`src/rtl/job_sequencer.sv`:
```
// Host-side run controller: resets the core, issues req, waits for ack.
// Optional run timeout enabled by defining JOB_SEQ_TIMEOUT_EN.
module job_sequencer #(
  parameter int unsigned INIT_CYC = 4,
  parameter int unsigned CW       = 16,
  parameter int unsigned TIMEOUT  = 1000,
  parameter int unsigned JW       = 8
) (
  input  logic          Clk,
  input  logic          Reset,
  input  logic          start,
  input  logic          result_ack,
  input  logic          proc_ack,
  output logic          proc_init,
  output logic          proc_req,
  output logic          busy,
  output logic          done,
  output logic          timed_out,
  output logic [CW-1:0] cycle_count,
  output logic [JW-1:0] jobs_done
);

  typedef enum logic [1:0] {
    S_IDLE = 2'd0,
    S_INIT = 2'd1,
    S_RUN  = 2'd2,
    S_DONE = 2'd3
  } state_t;

  localparam logic [7:0] INIT_LOAD = 8'(INIT_CYC - 1);

  if (INIT_CYC < 1 || INIT_CYC > 255) begin : g_bad_init
    $error("job_sequencer: INIT_CYC must be 1..255");
  end
  if (TIMEOUT < 1 || 64'(TIMEOUT) > ((64'd1 << CW) - 64'd1)) begin : g_bad_to
    $error("job_sequencer: TIMEOUT must be 1..2^CW-1");
  end

  state_t        state_q;
  state_t        state_d;
  logic [7:0]    init_cnt;
  logic [CW-1:0] run_cnt;
  logic [CW-1:0] run_inc;
  logic          ack_hit;
  logic          to_hit;

  assign run_inc = (&run_cnt) ? run_cnt : run_cnt + 1'b1;
  assign ack_hit = (state_q == S_RUN) && proc_ack;

`ifdef JOB_SEQ_TIMEOUT_EN
  localparam logic [CW-1:0] TO_LAST = CW'(TIMEOUT - 1);
  logic to_q;

  assign to_hit    = (state_q == S_RUN) && !proc_ack && (run_cnt == TO_LAST);
  assign timed_out = to_q;

  always_ff @(posedge Clk) begin
    if (Reset)        to_q <= 1'b0;
    else if (ack_hit) to_q <= 1'b0;
    else if (to_hit)  to_q <= 1'b1;
  end
`else
  assign to_hit    = 1'b0;
  assign timed_out = 1'b0;
`endif

  always_comb begin
    state_d = state_q;
    case (state_q)
      S_IDLE:  if (start) state_d = S_INIT;
      S_INIT:  if (init_cnt == 8'd0) state_d = S_RUN;
      S_RUN:   if (ack_hit || to_hit) state_d = S_DONE;
      S_DONE:  if (result_ack) state_d = S_IDLE;
      default: state_d = S_IDLE;
    endcase
  end

  always_ff @(posedge Clk) begin
    if (Reset) begin
      state_q     <= S_IDLE;
      init_cnt    <= 8'd0;
      run_cnt     <= '0;
      cycle_count <= '0;
      jobs_done   <= '0;
    end else begin
      state_q <= state_d;
      if (state_q == S_IDLE && start)
        init_cnt <= INIT_LOAD;
      else if (state_q == S_INIT && init_cnt != 8'd0)
        init_cnt <= init_cnt - 8'd1;
      // Held clear through INIT so RUN always starts from zero
      if (state_q == S_INIT)
        run_cnt <= '0;
      else if (state_q == S_RUN)
        run_cnt <= run_inc;
      if (ack_hit || to_hit)
        cycle_count <= run_inc;
      if (ack_hit)
        jobs_done <= jobs_done + 1'b1;
    end
  end

  assign proc_init = Reset || (state_q == S_INIT);
  assign proc_req  = (state_q == S_RUN);
  assign busy      = (state_q == S_INIT) || (state_q == S_RUN);
  assign done      = (state_q == S_DONE);

endmodule

```
`config.mk`:
```
export PLATFORM = sky130hd
export DESIGN_NAME = job_sequencer
export DESIGN_NICKNAME = d
export VERILOG_FILES = /design/src/rtl/job_sequencer.sv
export SDC_FILE = /design/constraint.sdc
export NUM_CORES = 1
export LEC_CHECK = 0
export CORE_AREA = 5 5 110 91
export CTS_BUF_LIST = sky130_fd_sc_hd__clkbuf_8
export CTS_CLUSTER_DIAMETER = 50
export DETAILED_ROUTE_END_ITERATION = 16
export DIE_AREA = 0 0 115 96
export HOLD_SLACK_MARGIN = 0.1
export SETUP_SLACK_MARGIN = 0.02
export SYNTH_ARGS = -nofsm -noshare
export SYNTH_HDL_FRONTEND = slang
export SYNTH_SLANG_ARGS = --single-unit
```
`constraint.sdc`:
```
create_clock -name Clk -period 2.5 [get_ports Clk]
set_input_delay 0.375 -clock Clk [delete_from_list [all_inputs] [get_ports Clk]]
set_output_delay 0.375 -clock Clk [all_outputs]
set_load 0.005 [all_outputs]
```
* Word level (Yosys, flattened, before mapping) *
Cells that the tools add are included.

storage, ports and cells
  bits in registers = 50
  input bits = 5
  output and inout port bits = 29
  logic and storage cells = 37

operators by class
  add/sub/neg operators = 3
  equality and inequality tests = 7
  multiplexer cells = 8
  reductions and logical operators = 13

operator list
  kind                                               number
  adder 16 x 1 -> 16 bit (second input constant)     1
  two-way mux 16 bit                                 1
  AND reduction 16 bit                               1
  two-way mux 2 bit                                  6
  adder 8 x 1 -> 8 bit (second input constant)       1
  zero test 8 bit                                    1
  one-hot mux 2 bit (4 select lines)                 1
  nonzero test 8 bit                                 1
  subtractor 8 x 1 -> 8 bit (second input constant)  1
  != test 2 bit (second input constant)              3
  == test 2 bit (second input constant)              2
  AND reduction 4 bit                                1
  OR reduction 2 bit                                 2
  logical AND 1 bit                                  3
  == test 2 x 1 -> 1 bit (second input constant)     1
  zero test 2 bit                                    1
  logical OR 1 bit                                   2
  != test 2 x 1 -> 1 bit (second input constant)     1
  nonzero test 2 bit                                 1

* Depth between registers and ports, before layout *
Gate-level depths: netlist of the first run.

  depth after elaboration = 4
  mapped depth = 8

* Worst setup path after synthesis of the first run *
OpenSTA, ideal clock, no wires.

  path type = flip-flop to flip-flop
  from = reg run_cnt[0]
  to = reg cycle_count[15]
  setup time = 88 ps
  arrival time = 1865 ps
  required time = 2412 ps
  path slack = 547 ps
  cell stages (with the launch flop) = 7
  buffers on the path = 1
  clock period less this slack = 1953 ps
  path through = dfxtp_1 > ha_1 > nand4_2 > or4_1 > buf_2 > and4_1 > nor4_2

on the way
  cells in the longest elaborated chain, start to end = 2
  elaborated cells on any way between the ends = 3
  classes of those cells = add/sub: 1; mux: 1; reduce/logical: 1

RTL lines
  what                                                                   RTL line  RTL
  start: declaration                                                     42        logic [CW-1:0] run_cnt;
  start signal: assignment                                               95        run_cnt <= run_inc;
  adder 16 x 1 -> 16 bit / AND reduction 16 bit (equally long branches)  47        assign run_inc = (&run_cnt) ? run_cnt : run_cnt + 1'b1;
  two-way mux 16 bit (*)                                                 47
  end signal: assignment                                                 97        cycle_count <= run_inc;
  end: declaration                                                       19        output logic [CW-1:0] cycle_count,

Every way passes the cells marked *; elsewhere a longest branch is shown, timed or not.
A chain may end at the register's enable or synchronous reset.

* Worst setup path after layout of the first run *
  from = reg run_cnt[0]
  to = reg cycle_count[14]

Same word-level chain as after synthesis.

==> results.toml, run 1 <==
[pwr]
power.share.clock = 0.248
p_comb_frac = 0.337
total_power_mw = 2.37
p_seq_frac = 0.415
p_sw_mw = 0.764
peakVddDrop_uv = 366
power_density_nw_per_um2 = 760
leakage_nw = 1.02
intPower_mw = 1.60
swShare = 0.323

[cts]
clock_latency_ns = 0.30
cts_root_buf = "clkbuf_8"
cts_tree = "yes"
cts.sinks = 50
cts.clk_slew.worst_paths_ns = 0.09
clockBufferDepth = 2
htreeDepth = 2
cts_buffers = 5
postCtsSetupBuffers = 0
holdBufCountCts = 0
post_cts_resized = 0

[synth]
syn_inst = 307
synthTopCellsByArea = "dfxtp_1, nor2_1, ha_1, xor2_1, a21oi_1"
synth.top_cell.area_share = 0.389
synth_seq_cells = 50
synth_edf_count = 0
synth_most_common_cell = "dfxtp_1"
yosysSeqAreaShare = 0.389
avgSynthCellArea_sq_um = 8.37
yosysUniqueCellTypes = 47
ys.warnings.count = 0
synth_nets = 321
synth_largest_area_cell = "dfxtp_1"
synth_area_sq_um = 2570
synthTopCellsByCount = "dfxtp_1, nor2_1, a21oi_1, nand2_1, o21ai_0"
synth_top_flop_cell = "dfxtp_1"
async_flop_share = 0

[route]
drtPass1Iterations = 4
dr.first_iter.drc_count = 155
ant_nets = 0
drcViolationCount = 0
viasPerCell = 5.04
routed-via-count = 2256
routed_wl_microns = 6100
wl_per_cell_microns = 13.6

[grt]
grt_usage = 0.108
grt.overflow.total = 0
busiest_layer = "met2"
grt_pass1_wl_microns = 9880
met1_usage = 0.143
grt_max_degree = 31
grt_use_met2 = 0.180
antenna_found_initial = 0
grtUsageMet3 = 0.0226
grt_pass1_vias = 2123

[finish]
fin_nets = 347
drive_above_1_share = 0.0781
syn2layout_area_growth_pct = 21.2
finalNonFillerCells = 448
utilization = 0.352
diodes = 0

[min_path]
hp-class = "register to register"

[setup_path]
crit_type = "register to register"
slowest_stage = "nor4_1"
cp-end-kind = "register"
critical_path.max_stage_delay_ns = 0.55
crit_chain = "ha_1, nand4_2, nor4_1, mux2_2, a211oi_1"
critPathMaxFanout = 7
arrival_ns = 2.47
startpoint_type = "register"
cp.required_ns = 2.73

[placement]
hpwl_microns = 4290
dp.cells = 441
gp_congestion = 0.816
port_buffers = 32

[sta]
finalSetupTns_ns = 0
skew_ns = 0.0105
hold_viol_final = 0
rsz0062_at_grt = "false"
max_freq_ghz = 0.446
period_needed_ns = 2.24
relSlewSlack = 0.608
drv_slew = 0
tightest_slew_ns = 0.582
fin_crit_sh = 0.896
setup_viol = 0

[run_status]
status = "finished clean"

[die]
die_y_microns = 96
die_area_sq_um = 11000
pin_count = 34
initial_core_util = 0.291
rows = 31
die_w_microns = 115
coreArea_sq_um = 8840

[run]
drv_cap = 0
kinds of logic after synthesis:
logic type                 synth area share
AOI/OAI and AO/OA                     0.166
xor gates and xnor gates             0.0545
adders and majority gates            0.0438
buffers and inverters                0.0516
DFF                                   0.389
muxes                                0.0122
other                               0.00146
and+or+nand+nor                       0.281
layer usage:
metal  up-vias  share of wire
li1       1161              -
met1      1059           0.49
met2        32           0.46
met3         4          0.042
met4         0         0.0075
met5         -              0
layout by cell type, fill, tap and decap left out, types with 4 or more instances in the layout:
cell type | netlist | final
dfxtp_1 | 50 | 50
nor2_1 | 38 | 38
clkdlybuf4s50_1 | 0 | 32
a21oi_1 | 20 | 20
nand2_1 | 19 | 19
o21ai_0 | 18 | 18
or3_1 | 13 | 13
xor2_1 | 12 | 12
nand4_1 | 10 | 10
inv_1 | 9 | 9
ha_1 | 9 | 9
buf_4 | 1 | 9
a311oi_1 | 8 | 8
nor3_1 | 8 | 8
nand3_1 | 7 | 7
a211oi_1 | 6 | 6
clkbuf_8 | 0 | 6
nor4_1 | 5 | 5
or4_1 | 5 | 5
o31ai_1 | 5 | 5
and4_1 | 5 | 5
xnor2_1 | 4 | 4
worst max-delay path, delay by kind of cell, from the launching register on:
kind | cells | cell delay [ns]
AO/OA/AOI/OAI | 1 | 0.22
flip-flops | 1 | 0.44
multiplexers | 1 | 0.39
adder cells (fa/ha/maj) | 1 | 0.32
AND/OR/NAND/NOR | 2 | 0.79
stage by stage:
step	worst slack (ns)	hold WS, ns	area [sq um]
floorplan	0.547	0.448	2570
global placement	0.383	0.458	3000
detailed placement	0.309	0.459	3000
CTS	0.230	0.473	3120
global route	0.0698	0.522	3120
finish	0.259	0.466	3120
final cells by class:
| cell class | instances | area [sq um] |
|---|---|---|
| Clock inverter | 1 | 30.0 |
| Timing Repair Buffer | 41 | 388 |
| Tap cell | 115 | 144 |
| Clock buffer | 6 | 82.6 |
| Sequential cell | 50 | 1000 |
| Inverter | 9 | 33.8 |
| Multi-Input combinational cell | 226 | 1440 |
| Fill cell | 914 | 5730 |
sequential cells by signal, summed over array words and instances, names as in the netlist:
name	count
state_q	2
cycle_count	16
jobs_done	8
run_cnt	16
init_cnt	8
worst paths after layout:
path                  start               to  slack, ns  cells after the start
min          cycle_count[2]   cycle_count[2]       0.47                      2
max              run_cnt[0]  cycle_count[14]       0.26                      5
max reg2reg      run_cnt[0]  cycle_count[14]       0.26                      5
min reg2reg  cycle_count[2]   cycle_count[2]       0.47                      2
power by group through the flow:
| stage | combinational (mW) | sequential (mW) | clock [mW] |
|---|---|---|---|
| after detailed placement | 0.802 | 1.00 | 0 |
| final | 0.797 | 0.983 | 0.588 |
| after CTS | 0.810 | 0.985 | 0.606 |
| after global routing | 0.899 | 0.998 | 0.636 |
| after global placement | 0.798 | 1.00 | 0 |
| after floorplan | 0.514 | 0.988 | 0 |
No activity file was read; power rests on OpenSTA's default activity.
==> inputs of run 2 (changes only) <==
- SLEW_MARGIN: default -> 15
- clock period: 2.5 -> 2.1 ns (I/O delays scaled with it)
==> run 2 against run 1 <==
Clock skew decreased by 0.0057 ns. Die area stayed put. Sequential cell count is the same. Register-to-register slack worse by 0.15 ns. Critical endpoint is now proc_init. Hold slack gained 0.014 ns. Total power grew 13%. Non-clock buffer count up 13. First-iteration DRC count decreased by 17%.
==> results.toml, run 2 (synthesis gave the netlist of run 1 again) <==
[run_status]
status = "finished clean"

[sta]
rsz0062_at_grt = "false"
setup_viol = 0
finalSetupTns_ns = 0
drv_slew = 0
skew_ns = 0.00481
hold_viol_final = 0
fin_crit_sh = 0.949
period_needed_ns = 1.99
max_freq_ghz = 0.502

[cts]
cts_root_buf = "clkbuf_8"
cts.sinks = 50
htreeDepth = 2
cts_tree = "yes"
cts_buffers = 5
clockBufferDepth = 2
cts.clk_slew.worst_paths_ns = 0.08
clock_latency_ns = 0.29

[pwr]
leakage_nw = 1.08
peakVddDrop_uv = 392
power_density_nw_per_um2 = 839

[placement]
port_buffers = 32
hpwl_microns = 4470
dp.cells = 453
gp_congestion = 0.817

[grt]
grt.overflow.total = 0
grt_use_met2 = 0.193
busiest_layer = "met2"
grtUsageMet3 = 0.0201
met1_usage = 0.152
antenna_found_initial = 0
grt_max_degree = 31
grt_pass1_wl_microns = 10400
grt_usage = 0.115
grt_pass1_vias = 2215

[route]
drcViolationCount = 0
ant_nets = 0
dr.first_iter.drc_count = 128
routed-via-count = 2354
wl_per_cell_microns = 13.3
drtPass1Iterations = 4
viasPerCell = 5.11
routed_wl_microns = 6150

[setup_path]
crit_chain = "inv_1, ha_2, or2_4, clkdlybuf4s50_1"
critical_path.top_delay_family = "buffers and inverters"
crit_type = "register to output port"
cp-end-kind = "output port"
r2r_end = "state_q[0]"
crit_buf_inv = 2
startpoint_type = "register"
critPathMaxFanout = 8
ff2ff_setup_slack_ns = 0.11
critical_path.max_stage_delay_ns = 0.46
r2r-start = "init_cnt[0]"
arrival_ns = 1.68
rr_worst_depth = 6
cp.required_ns = 1.78
slowest_stage = "clkdlybuf4s50_1"

[finish]
register_area_sq_um = 1000
drive_above_1_share = 0.121
fillers = 914
syn2layout_area_growth_pct = 24.2
final_cell_mix = "dfxtp_1, nor2_1, clkdlybuf4s50_1, buf_4, a21oi_1"
layout_commonest_cell = "dfxtp_1"
multi_input_area_sq_um = 1450
fin_nets = 360
finalNonFillerCells = 461
reg_top3 = "cycle_count: 16 flops, run_cnt: 16 flops"
diodes = 0

[die]
die_area_sq_um = 11000
die_y_microns = 96
rows = 31
die_w_microns = 115
coreArea_sq_um = 8840
pin_count = 34
initial_core_util = 0.291

[min_path]
hold_path_depth = 2
hp-start = "cycle_count[2]"
holdPathEnd = "cycle_count[2]"
hp-class = "register to register"

[run]
drv_cap = 0
run 2: how the worst max path moves through the flow:
stage,slack (ns),to,start,cells after the start
floorplan,0.15,cycle_count[15],run_cnt[0],6
global placement,0.19,state_q[1],init_cnt[0],6
detailed placement,0.12,state_q[0],init_cnt[0],6
CTS,0.04,proc_init,state_q[1],4
global route,0.02,cycle_count[6],run_cnt[1],6
finish,0.11,proc_init,state_q[1],4
run 2: final cells by class:
class / count / share of cell area
Clock buffer: 5 / 0.0216
Clock inverter: 2 / 0.00235
Inverter: 9 / 0.0106
Multi-Input combinational cell: 226 / 0.455
Sequential cell: 50 / 0.314
Tap cell: 115 / 0.0451
Timing Repair Buffer: 54 / 0.152
run 2: what timing repair did:
item                       in CTS  in global routing
gates cloned                    0                  0
gates resized for setup         2                  4
setup buffers                   0                  1
setup endpoints to repair       1                  5
hold buffers                    0                  0
run 2: per-layer routing:
| metal | wire length [microns] | part of all wire |
|---|---|---|
| met1 | 2890 | 0.47 |
| met2 | 2920 | 0.47 |
| met3 | 301 | 0.049 |
| met4 | 44 | 0.0072 |
| met5 | 0 | 0 |
run 2: worst min-delay path: stages, from the launching register on:
cell     delay [ns]
dfxtp_1        0.32
nand2_1        0.06
a21oi_1        0.06
run 2: stage by stage:
stage	area (sq um)	total power, mW	setup slack, ns	utilization	hold slack (ns)
2_1_floorplan	2570	1.79	0.147	-	0.448
3_3_place_gp	3090	2.15	0.186	0.350	0.455
3_5_place_dp	3090	2.17	0.118	0.350	0.462
4_1_cts	3170	2.71	0.0435	0.359	0.485
5_1_grt	3190	2.87	0.0204	0.361	0.500
6_report	3190	2.68	0.107	0.361	0.480
run 2: power by group:
group | internal [mW] | switching, mW | leakage (nW) | total, mW
combinational | 0.482 | 0.516 | 0.628 | 0.997
sequential | 1.07 | 0.0984 | 0.405 | 1.17
clock | 0.220 | 0.295 | 0.0466 | 0.515
==> inputs of run 3 (changes only) <==
- PLACE_DENSITY: default -> 0.5
==> run 3 against run 2 <==
Count of clock-buffer cells in the layout unchanged. Non-clock buffer count rose by 6. Clock skew increased by 0.0064 ns. Register-to-register slack improved by 0.08 ns. Highest routed layer unchanged.
==> results.toml, run 3 (synthesis gave the netlist of run 1 again) <==
[run_status]
status = "finished clean"

[sta]
hold_viol_final = 0
rsz0062_at_grt = "false"
setup_viol = 0
drv_slew = 0
fin_crit_sh = 0.964
finalSetupTns_ns = 0
period_needed_ns = 2.03
max_freq_ghz = 0.494
skew_ns = 0.0112

[grt]
grt_max_degree = 31
grt_pass1_vias = 2254
grt.overflow.total = 0
grt_usage = 0.118
antenna_found_initial = 0
grt_pass1_wl_microns = 10600

[cts]
holdBufCountCts = 0
clock_latency_ns = 0.31
htreeDepth = 2
cts_tree = "yes"
cts_buffers = 5
cts_root_buf = "clkbuf_8"
cts.clk_slew.worst_paths_ns = 0.10
clockBufferDepth = 2
cts.sinks = 50

[setup_path]
critPathMaxFanout = 8
cp-end-kind = "output port"
arrival_ns = 1.71
crit_type = "register to output port"
cp.required_ns = 1.78
startpoint_type = "register"
crit_chain = "inv_1, ha_4, or2_4, clkdlybuf4s50_1"
critical_path.max_stage_delay_ns = 0.45
slowest_stage = "clkdlybuf4s50_1"

[route]
wl_per_cell_microns = 13.7
viasPerCell = 5.04
drtPass1Iterations = 4
routed-via-count = 2357
routed_wl_microns = 6390
ant_nets = 0
dr.first_iter.drc_count = 155
drcViolationCount = 0

[die]
pin_count = 34
die_w_microns = 115
initial_core_util = 0.291
die_area_sq_um = 11000
rows = 31
coreArea_sq_um = 8840
die_y_microns = 96

[finish]
syn2layout_area_growth_pct = 28.6
diodes = 0
reg_top3 = "cycle_count: 16 flops, run_cnt: 16 flops"
fin_nets = 366
finalInstanceArea_sq_um = 3310
final_cell_mix = "dfxtp_1, nor2_1, clkdlybuf4s50_1, buf_4, a21oi_1"
drive_above_1_share = 0.142
layout_commonest_cell = "dfxtp_1"

[pwr]
leakage_nw = 1.14
total_power_mw = 3.01
peakVddDrop_uv = 382
power_density_nw_per_um2 = 911

[placement]
port_buffers = 32
gp_congestion = 0.790
hpwl_microns = 4630
place_area_sq_um = 3140

[run]
drv_cap = 0

[min_path]
hp-class = "register to register"
-- run 3: cell count changes in the layout (fill, tap and decap cells not counted) --
cell,previous run,this run
buf_4,22,28
bufinv_16,0,2
inv_1,11,9
a311oi_1,7,8
a311oi_2,1,0
clkinv_4,0,1
ha_2,2,1
ha_4,0,1
or3b_2,1,0
or3b_4,0,1
-- run 3: what timing repair did --
action | CTS | global route
endpoints found under the hold margin | 0 | 0
setup buffers | 0 | 1
gates cloned | 0 | 0
resized for setup | 4 | 3
setup endpoints to repair | 2 | 3
-- run 3: final cells by class --
cell class              instances  area (sq um)
repair buffers                 60           531
fillers                       914          5540
clock inverters                 3          68.8
flip-flops and latches         50          1000
clock buffers                   5          68.8
multi-input cells             226          1460
inverters                       9          33.8
well taps                     115           144
-- run 3: through the flow --
stage	worst slack, ns	util	hold WS (ns)	std cells
2_1_floorplan	0.147	-	0.448	307
3_3_place_gp	0.185	0.355	0.453	459
3_5_place_dp	0.130	0.355	0.457	459
4_1_cts	0.0487	0.371	0.472	467
5_1_grt	0.0205	0.374	0.482	468
6_report	0.0750	0.374	0.469	468
-- run 3: critical path: cells and delay by family (launching register included) --
family | cells | cell delay (ns)
adder cells (fa/ha/maj) | 1 | 0.20
buffers and inverters | 2 | 0.55
AND/OR/NAND/NOR | 1 | 0.27
flip-flops | 1 | 0.37
-- run 3: worst paths after layout --
check                       from              to  slack [ns]  depth (start not counted)
setup / recovery      state_q[1]       proc_init        0.07                          4
hold / removal    cycle_count[2]  cycle_count[2]        0.47                          2
setup reg to reg     init_cnt[0]      state_q[1]        0.19                          6
hold reg to reg   cycle_count[2]  cycle_count[2]        0.47                          2
-- run 3: power breakdown --
| group | internal (mW) | switching, mW |
|---|---|---|
| Clock | 0.477 | 0.341 |
| Sequential | 1.07 | 0.104 |
| Combinational | 0.507 | 0.514 |
-- run 3: metal layers --
metal,share of wire,vias up,track usage
li1,-,1197,-
met3,0.036,5,0.0264
met2,0.45,31,0.185
met5,0,-,0
met4,0.0069,0,0.0235
met1,0.51,1124,0.167
